File: src/rtl/oserdes_tx_ctrl_if.sv
// Word-stream bundle between the fabric source, the sequencer and the O_SERDES data/strobe pins.
// The sequencer uses the master modport and the source/serializer side uses the slave modport.
interface oserdes_tx_ctrl_if #(
    parameter int unsigned WIDTH = 4
);
    logic [WIDTH-1:0] s_data;
    logic             s_valid;
    logic             s_ready;
    logic [WIDTH-1:0] d_out;
    logic             load_word;
    logic             serdes_rst;

    modport master (
        input  s_data, s_valid,
        output s_ready, d_out, load_word, serdes_rst
    );

    modport slave (
        output s_data, s_valid,
        input  s_ready, d_out, load_word, serdes_rst
    );
endinterface

File: src/rtl/oserdes_tx_ctrl.sv
// Transmit sequencer for a 4:1 O_SERDES lane: it qualifies PLL lock, holds the serializer in reset,
// sends the training words, then moves source words onto D with timed LOAD_WORD strobes.
module oserdes_tx_ctrl #(
    parameter int unsigned      WIDTH       = 4,
    parameter int unsigned      WORD_PERIOD = 1,
    parameter int unsigned      LOCK_WAIT   = 16,
    parameter int unsigned      RST_CYCLES  = 4,
    parameter int unsigned      TRAIN_WORDS = 8,
    parameter logic [WIDTH-1:0] TRAIN_WORD  = WIDTH'(4'b1010),
    parameter logic [WIDTH-1:0] IDLE_WORD   = '0
) (
    input  logic                clk,
    input  logic                rst,
    input  logic                pll_lock,
    input  logic                clr_status,
    oserdes_tx_ctrl_if.master   bus,
    output logic                link_up,
    output logic                lock_lost,
    output logic [15:0]         underrun_cnt
);
    localparam int unsigned LOCK_W = (LOCK_WAIT   > 1) ? $clog2(LOCK_WAIT)   : 1;
    localparam int unsigned RST_W  = (RST_CYCLES  > 1) ? $clog2(RST_CYCLES)  : 1;
    localparam int unsigned TRN_W  = (TRAIN_WORDS > 1) ? $clog2(TRAIN_WORDS) : 1;
    localparam int unsigned PER_W  = (WORD_PERIOD > 1) ? $clog2(WORD_PERIOD) : 1;

    typedef enum logic [1:0] {WAIT_LOCK, SER_RST, TRAIN, RUN} state_t;

    state_t             state_q, state_d;
    logic [LOCK_W-1:0]  lock_cnt_q, lock_cnt_d;
    logic [RST_W-1:0]   rst_cnt_q, rst_cnt_d;
    logic [TRN_W-1:0]   trn_cnt_q, trn_cnt_d;
    logic [PER_W-1:0]   per_cnt_q, per_cnt_d;
    logic [WIDTH-1:0]   d_out_d;
    logic               load_d;
    logic               serdes_rst_d;
    logic               link_up_d;
    logic               lock_lost_d;
    logic [15:0]        underrun_d;
    logic               active_c;
    logic               tick_c;

    // A tick is swallowed on a lock-drop cycle so nothing is loaded or accepted
    assign active_c    = (state_q == TRAIN) || (state_q == RUN);
    assign tick_c      = active_c && (per_cnt_q == '0) && pll_lock;
    assign bus.s_ready = (state_q == RUN) && tick_c;

    always_ff @(posedge clk) begin
        if (rst) begin
            state_q        <= WAIT_LOCK;
            lock_cnt_q     <= '0;
            rst_cnt_q      <= '0;
            trn_cnt_q      <= '0;
            per_cnt_q      <= '0;
            bus.d_out      <= IDLE_WORD;
            bus.load_word  <= 1'b0;
            bus.serdes_rst <= 1'b1;
            link_up        <= 1'b0;
            lock_lost      <= 1'b0;
            underrun_cnt   <= '0;
        end else begin
            state_q        <= state_d;
            lock_cnt_q     <= lock_cnt_d;
            rst_cnt_q      <= rst_cnt_d;
            trn_cnt_q      <= trn_cnt_d;
            per_cnt_q      <= per_cnt_d;
            bus.d_out      <= d_out_d;
            bus.load_word  <= load_d;
            bus.serdes_rst <= serdes_rst_d;
            link_up        <= link_up_d;
            lock_lost      <= lock_lost_d;
            underrun_cnt   <= underrun_d;
        end
    end

    always_comb begin
        state_d     = state_q;
        lock_cnt_d  = '0;
        rst_cnt_d   = '0;
        trn_cnt_d   = trn_cnt_q;
        per_cnt_d   = '0;
        d_out_d     = bus.d_out;
        load_d      = 1'b0;
        lock_lost_d = lock_lost;
        underrun_d  = underrun_cnt;

        case (state_q)
            WAIT_LOCK: begin
                trn_cnt_d = '0;
                if (pll_lock) begin
                    if (lock_cnt_q == LOCK_W'(LOCK_WAIT - 1)) state_d = SER_RST;
                    else lock_cnt_d = lock_cnt_q + LOCK_W'(1);
                end
            end
            SER_RST: begin
                if (rst_cnt_q == RST_W'(RST_CYCLES - 1)) state_d = TRAIN;
                else rst_cnt_d = rst_cnt_q + RST_W'(1);
            end
            TRAIN: begin
                if (tick_c) begin
                    d_out_d = TRAIN_WORD;
                    load_d  = 1'b1;
                    if (trn_cnt_q == TRN_W'(TRAIN_WORDS - 1)) state_d = RUN;
                    else trn_cnt_d = trn_cnt_q + TRN_W'(1);
                end
            end
            RUN: begin
                if (tick_c) begin
                    load_d = 1'b1;
                    if (bus.s_valid) begin
                        d_out_d = bus.s_data;
                    end else begin
                        d_out_d = IDLE_WORD;
                        if (underrun_cnt != 16'hFFFF) underrun_d = underrun_cnt + 16'd1;
                    end
                end
            end
            default: state_d = WAIT_LOCK;
        endcase

        if (active_c) begin
            per_cnt_d = (per_cnt_q == PER_W'(WORD_PERIOD - 1)) ? '0 : per_cnt_q + PER_W'(1);
        end

        // Losing lock after acceptance restarts the whole bring-up
        if ((state_q != WAIT_LOCK) && !pll_lock) begin
            state_d     = WAIT_LOCK;
            lock_lost_d = 1'b1;
            per_cnt_d   = '0;
            rst_cnt_d   = '0;
            trn_cnt_d   = '0;
        end

        if (clr_status) begin
            lock_lost_d = 1'b0;
            underrun_d  = '0;
        end

        serdes_rst_d = (state_d == WAIT_LOCK) || (state_d == SER_RST);
        link_up_d    = (state_d == RUN);
    end
endmodule

File: src/flat_wrapper.sv
// flat-port wrapper written by rule: the top's interface ports become plain ports
module oserdes_tx_ctrl_flat 
#(
    parameter int unsigned      WIDTH       = 4,
    parameter int unsigned      WORD_PERIOD = 1,
    parameter int unsigned      LOCK_WAIT   = 16,
    parameter int unsigned      RST_CYCLES  = 4,
    parameter int unsigned      TRAIN_WORDS = 8,
    parameter logic [WIDTH-1:0] TRAIN_WORD  = WIDTH'(4'b1010),
    parameter logic [WIDTH-1:0] IDLE_WORD   = '0
)
  (clk, rst, pll_lock, clr_status, link_up, lock_lost, underrun_cnt, bus_s_data, bus_s_valid, bus_s_ready, bus_d_out, bus_load_word, bus_serdes_rst);
  oserdes_tx_ctrl_if #(.WIDTH(WIDTH)) bus_i ();
  input  logic clk;
  input  logic rst;
  input  logic pll_lock;
  input  logic clr_status;
  output logic link_up;
  output logic lock_lost;
  output logic [15:0] underrun_cnt;
  input wire logic [$bits(bus_i.s_data)-1:0] bus_s_data;
  input wire logic [$bits(bus_i.s_valid)-1:0] bus_s_valid;
  output wire logic [$bits(bus_i.s_ready)-1:0] bus_s_ready;
  output wire logic [$bits(bus_i.d_out)-1:0] bus_d_out;
  output wire logic [$bits(bus_i.load_word)-1:0] bus_load_word;
  output wire logic [$bits(bus_i.serdes_rst)-1:0] bus_serdes_rst;
  assign bus_i.s_data = bus_s_data;
  assign bus_i.s_valid = bus_s_valid;
  assign bus_s_ready = bus_i.s_ready;
  assign bus_d_out = bus_i.d_out;
  assign bus_load_word = bus_i.load_word;
  assign bus_serdes_rst = bus_i.serdes_rst;
  oserdes_tx_ctrl #(.WIDTH(WIDTH), .WORD_PERIOD(WORD_PERIOD), .LOCK_WAIT(LOCK_WAIT), .RST_CYCLES(RST_CYCLES), .TRAIN_WORDS(TRAIN_WORDS), .TRAIN_WORD(TRAIN_WORD), .IDLE_WORD(IDLE_WORD)) u_core (.clk(clk), .rst(rst), .pll_lock(pll_lock), .clr_status(clr_status), .bus(bus_i), .link_up(link_up), .lock_lost(lock_lost), .underrun_cnt(underrun_cnt));
endmodule
File: config.mk
export PLATFORM = sky130hd
export DESIGN_NAME = oserdes_tx_ctrl_flat
export DESIGN_NICKNAME = d
export VERILOG_FILES = /design/src/rtl/oserdes_tx_ctrl_if.sv /design/src/rtl/oserdes_tx_ctrl.sv /design/src/flat_wrapper.sv
export SDC_FILE = /design/constraint.sdc
export NUM_CORES = 1
export LEC_CHECK = 0
export BUFFER_PORTS_ARGS = -buffer_cell sky130_fd_sc_hd__clkbuf_2
export CORE_UTILIZATION = 44
export CTS_CLUSTER_SIZE = 16
export DETAILED_ROUTE_END_ITERATION = 8
export PLACE_DENSITY = 0.72
export SLEW_MARGIN = 40
export SYNTH_ARGS = -nofsm -noshare
export SYNTH_HDL_FRONTEND = slang
export SYNTH_SLANG_ARGS = --single-unit
File: constraint.sdc
create_clock -name clk -period 3.65 [get_ports clk]
set_clock_uncertainty 0.05 [all_clocks]
set_input_delay 0.1825 -clock clk [delete_from_list [all_inputs] [get_ports clk]]
set_output_delay 0.1825 -clock clk [all_outputs]
set_load 0.01 [all_outputs]
==> results of run 1 <==
logic make-up after synthesis:
| logic type | Yosys count | synth area share |
|---|---|---|
| and+or+nand+nor | 98 | 0.3253 |
| xor gates and xnor gates | 3 | 0.01529 |
| other | 1 | 0.002181 |
| muxes | 11 | 0.06405 |
| adders and majority gates | 5 | 0.03639 |
| AOI/OAI and AO/OA | 26 | 0.1034 |
| buffers and inverters | 14 | 0.03421 |
| DFF | 36 | 0.4192 |
cell type report:
class	count	area, sq um
clock buffer	6	72.57
fill	359	1725
tap	48	60.06
timing repair buffer	33	165.2
clock inverter	1	5.005
inverter	6	22.52
multi-input combinational	144	944.7
sequential	36	720.7
worst register-to-register path, stage by stage, from the launching register on:
cell and delay (ps):
dfxtp_1 440, and3b_1 450, nand3_2 190, or4_1 500
a21oi_1 160
registers in the layout (all words and copies together), names as in the netlist, 2 cells and up:
name,flops
u_core.trn_cnt_q,3
u_core.underrun_cnt,16
u_core.rst_cnt_q,2
u_core.bus.d_out,4
u_core.lock_cnt_q,4
u_core.state_q,2
power by group:
| part | switching [mW] | internal (mW) | total (mW) | leakage [nW] |
|---|---|---|---|---|
| clock | 0.132 | 0.130 | 0.261 | 0.0410 |
| sequential | 0.00112 | 0.394 | 0.396 | 0.291 |
| combinational | 0.0144 | 0.00804 | 0.0225 | 0.466 |
worst max-delay path by stage:
stage	startpoint	to
final	u_core.state_q[1]	u_core.underrun_cnt[11]
after global routing	u_core.state_q[1]	u_core.underrun_cnt[11]
after CTS	u_core.state_q[1]	u_core.underrun_cnt[11]
after detailed placement	u_core.state_q[1]	u_core.underrun_cnt[11]
after global placement	u_core.underrun_cnt[0]	u_core.underrun_cnt[1]
after floorplan	u_core.underrun_cnt[0]	u_core.underrun_cnt[10]
stage by stage:
step | cell area (sq um) | hold WS, ps | setup WS (ps)
floorplan | 1719 | 295.0 | 2010
global placement | 1908 | 373.9 | 1605
detailed placement | 1913 | 371.8 | 1830
CTS | 1991 | 87.42 | 1814
global route | 1991 | 103.6 | 1655
finish | 1991 | 97.40 | 1788
cells in the final DEF, fill, tap and decap left out, drive strengths merged, types with 2 or more instances in the layout:
cell type and instances:
a211oi 2, a21oi 10, a311oi 2, and2 2
and3 2, and4 3, and4b 2, clkbuf 39
dfxtp 36, ha 5, inv 6, mux2i 11
nand2 21, nand2b 2, nand3 10, nand4 10
nor2 16, nor2b 3, nor3 3, nor4 4
o21ai 2, o31ai 3, or3 9, or4 5
xor2 2
routing by layer:
metal	global-route usage	up-vias
met4	0.08333	0
met3	0.05458	5
met5	0	-
li1	-	773
met2	0.2895	28
met1	0.2465	718
==> flow_summary.ini, run 1 <==
[run_status]
status = completed

[power_and_ir_drop]
peakVddDrop_v = 0.0002238
power_density_mw_per_mm2 = 341.3
p_total_uw = 679.5
p_leak_nw = 0.7972

[logic_synthesis]
synth.distinct_cells = 47
synth_edf_count = 0
ys_ff_latch = 36
synthArstFlopShare = 0
avgSynthCellArea_sq_um = 8.862
ys_seq_area_frac = 0.4192
ys_top_cells_by_area = dfxtp_1 42%, mux2i_1 6.4%, nand2_1 3.9%
syn_inst = 194
synth_nets = 208
post-synth-top-count-cell = dfxtp_1
synth_area_sq_mm = 0.001719
synth_top_area_cell = dfxtp_1
synth_top_cells_by_count = 36 x dfxtp_1, 18 x nand2_1, 15 x nor2_1, 11 x mux2i_1
ys_warn_count = 0
synthFlopType = dfxtp_1
netlist.area_leader.share = 0.4192

[floorplan]
start_util = 0.4626
die_area_sq_mm = 0.004161
ios = 34
core_area_sq_mm = 0.003716
die_h_um = 64.51
die_w_um = 64.51
rows = 22

[finish]
n_antenna_cell = 0
drive_gt1_frac = 0.2168
nets = 240
syn2layout_area_growth_pct = 15.79
fin_util = 0.5357
fin_cells = 274

[setup_path]
crit_buf_inv = 0
rr_worst_depth = 4
worstPathCellList = and3b_1, nand3_2, or4_1, a21oi_1
cp-start-kind = flop
worstPathArrival_ps = 2030
reg2reg_from = u_core.state_q[1]
critPathTopFamily = simple AND/OR/NAND/NOR gates
crit_slowest_cell = or4_1
critPathMaxFanout = 11
cp.required_ps = 3820
endpoint_kind = flop
critical_path_class = flop to flop
crit_cells = 4
r2r_slack_ps = 1790
r2r-end = u_core.underrun_cnt[11]
critPathMaxStageDelay_ps = 500

[routing]
wl_um = 3596
vias_per_cell = 5.562
drt-met1-wl_um = 1745
drc = 0
wire_per_inst_um = 13.12
drtPass1Iterations = 4
drtIter0Drc = 85
postRouteAntennaNets = 0
dr_wl_met2_um = 1660
vias = 1524
dr.max_layer_used = met4
routed-wl-met3_um = 125

[placement]
port-buffer-count = 33
gp_congestion = 0.8405
dp_hpwl_um = 2609
dp.cells = 267

[clocking]
numCtsBuffers = 5
cts_sinks = 36
h-tree-depth = 2
root_buffer = clkbuf_8
tritoncts = yes
cts.repair.resized = 0
clock_latency_ps = 290
cts_buffer_depth = 2
clk_pin_slew_ps = 70
post-cts-setup-buffers = 0
cts-hold-fix-buffers = 0

[grt]
grt_pass1_wl_um = 5996
gr-usage-all-layers = 0.1895
grt_start_max_net_pins = 19
grt_overflow = 0
grt_pass1_vias = 1291
grt_antenna_before_repair = 0

[hold_path]
hold_depth = 3
min_path_type = input pin to flop
worstHoldStart = bus_s_data[1]
whs_endpoint = u_core.bus.d_out[1]

[timing]
relSlewSlack = 0.4687
grt_setup_unrepaired = no
fin_crit_sh = 0.5101
finalSetupTns_ps = 0
fmax_ghz = 0.5371
final-hold-violation-count = 0
period_needed_ps = 1862
drv_slew = 0
finalSetupViolations = 0
worst_pin_slew_ps = 794.0

[flow_run]
max_cap_violations = 0
Note: power is estimated with default switching activity, not from simulation.
==> run 2: changes to the inputs <==
Settings changed: PLACE_DENSITY 0.72 to 0.75.
Clock period 3.65 ns to 1.7 ns, I/O delays scaled along.
==> run 2 against run 1 <==
  * Global-route usage up 1.3 points
  * Final cell count up 5.8%
  * Core utilization up 3.9 points
  * Count of clock-buffer cells in the layout up 1
  * Hold slack worse by 89 ps
  * Power up 130%
  * Clock power up 140%
  * Die area unchanged
  * Sequential power up 110%
==> flow_summary.ini, run 2 (same netlist as run 1, synthesis figures left out) <==
[finish]
n_antenna_cell = 0
largestRegisters = u_core.underrun_cnt: 16 flops, u_core.bus.d_out: 4 flops, u_core.lock_cnt_q: 4 flops
syn2layout_area_growth_pct = 24.24
fillerInstances = 340
drive_gt1_frac = 0.2851
largest_reg_flops = 16
layout.cells.most_common = dfxtp_1
mostFrequentLayoutCells = 35 x dfxtp_1, 33 x clkbuf_2, 18 x nand2_1, 16 x buf_4, 15 x nor2_1
fin_area_sq_mm = 0.002136
fin_cells = 290
regMostFlops = u_core.underrun_cnt
nets = 256

[timing]
finalSetupTns_ps = 0
worst_pin_slew_ps = 507.5
relSlewSlack = 0.6588
final-hold-violation-count = 0
finalSetupViolations = 0
period_needed_ps = 1611
fmax_ghz = 0.6207
fin_crit_sh = 0.9477
drv_slew = 0
grt_setup_unrepaired = no

[power_and_ir_drop]
peakVddDrop_v = 0.0004642
p_total_mw = 1.542
p_leak_nw = 0.8908
power_density_mw_per_mm2 = 722.1

[floorplan]
die_area_sq_mm = 0.004161
start_util = 0.4626
die_w_um = 64.51
core_area_sq_mm = 0.003716
die_h_um = 64.51
ios = 34
rows = 22

[grt]
grt_antenna_before_repair = 0
grt_pass1_wl_um = 6513
grt_pass1_vias = 1439
grt_start_max_net_pins = 18
gr-usage-all-layers = 0.2028
grt_overflow = 0

[setup_path]
critPathMaxFanout = 6
crit_buf_inv = 0
cp.required_ps = 1870
critPathMaxStageDelay_ps = 500
critPathTopFamily = simple AND/OR/NAND/NOR gates
cp-start-kind = flop
worstPathArrival_ps = 1780
crit_slowest_cell = or4_1
worstPathCellList = ha_2, and4b_1, nand2_2, or4_1, a21oi_1
endpoint_kind = flop
critical_path_class = flop to flop

[routing]
postRouteAntennaNets = 0
drtIter0Drc = 98
vias_per_cell = 5.410
wire_per_inst_um = 12.95
vias = 1569
wl_um = 3755
drc = 0
drtPass1Iterations = 5

[placement]
gp_congestion = 0.8242
placed_area_sq_mm = 0.002028
dp.cells = 283
dp_hpwl_um = 2796
port-buffer-count = 33

[run_status]
status = completed

[clocking]
numCtsBuffers = 5
cts_buffer_depth = 2
h-tree-depth = 2
post-cts-setup-buffers = 0
root_buffer = clkbuf_8
tritoncts = yes
clock_latency_ps = 280
cts_sinks = 36
clk_pin_slew_ps = 70

[hold_path]
min_path_type = input pin to flop

[flow_run]
max_cap_violations = 0
## run 2: worst register-to-register path, delay by kind of cell (launching register included)
kind,cells,cell delay (ps)
and+or+nand+nor,3,800
DFF,1,340
adders and majority gates,1,190
AOI/OAI and AO/OA,1,160
## run 2: final cells by class
type	instances	area, sq um	area share
flip-flops and latches	36	721.9	0.3380
well taps	48	60.06	0.02812
multi-input cells	144	949.7	0.4446
repair buffers	49	285.3	0.1336
clock buffers	7	96.34	0.04511
inverters	6	22.52	0.01054
## run 2: metal layers
| layer | track usage | up-vias | share of wire |
|---|---|---|---|
| met3 | 0.04225 | 6 | 0.041 |
| met2 | 0.3342 | 42 | 0.47 |
| met4 | 0.08056 | 0 | 0.015 |
| met5 | 0 | - | 0 |
| met1 | 0.2570 | 715 | 0.47 |
| li1 | - | 806 | - |
## run 2: path summary, 6_finish.rpt
| path | from | endpoint | slack, ps | cells after the start |
|---|---|---|---|---|
| max | u_core.underrun_cnt[0] | u_core.underrun_cnt[8] | 90 | 5 |
| min | bus_s_data[3] | u_core.bus.d_out[3] | 9 | 3 |
| max reg2reg | u_core.underrun_cnt[0] | u_core.underrun_cnt[8] | 90 | 5 |
| min reg2reg | u_core.rst_cnt_q[0] | u_core.rst_cnt_q[0] | 380 | 1 |
## run 2: where the power goes
group          switching, mW  leakage [nW]  internal, mW  total [mW]
clock network          0.278        0.0503         0.361       0.638
logic                 0.0326         0.549        0.0219      0.0545
registers            0.00282         0.291         0.847       0.850
## run 2: per-stage QoR
stage	hold WS, ps	setup WS [ps]	util
after floorplan	197.5	60.45	-
after CTS	1.726	80.59	0.5717
after detailed placement	303.9	117.5	0.5458
after global placement	299.5	137.5	0.5458
after global routing	16.82	6.628	0.5747
final	8.607	88.97	0.5747
## run 2: what timing repair did
item,CTS,global route
hold buffers,0,0
setup endpoints to repair,0,2
gates resized for setup,0,4
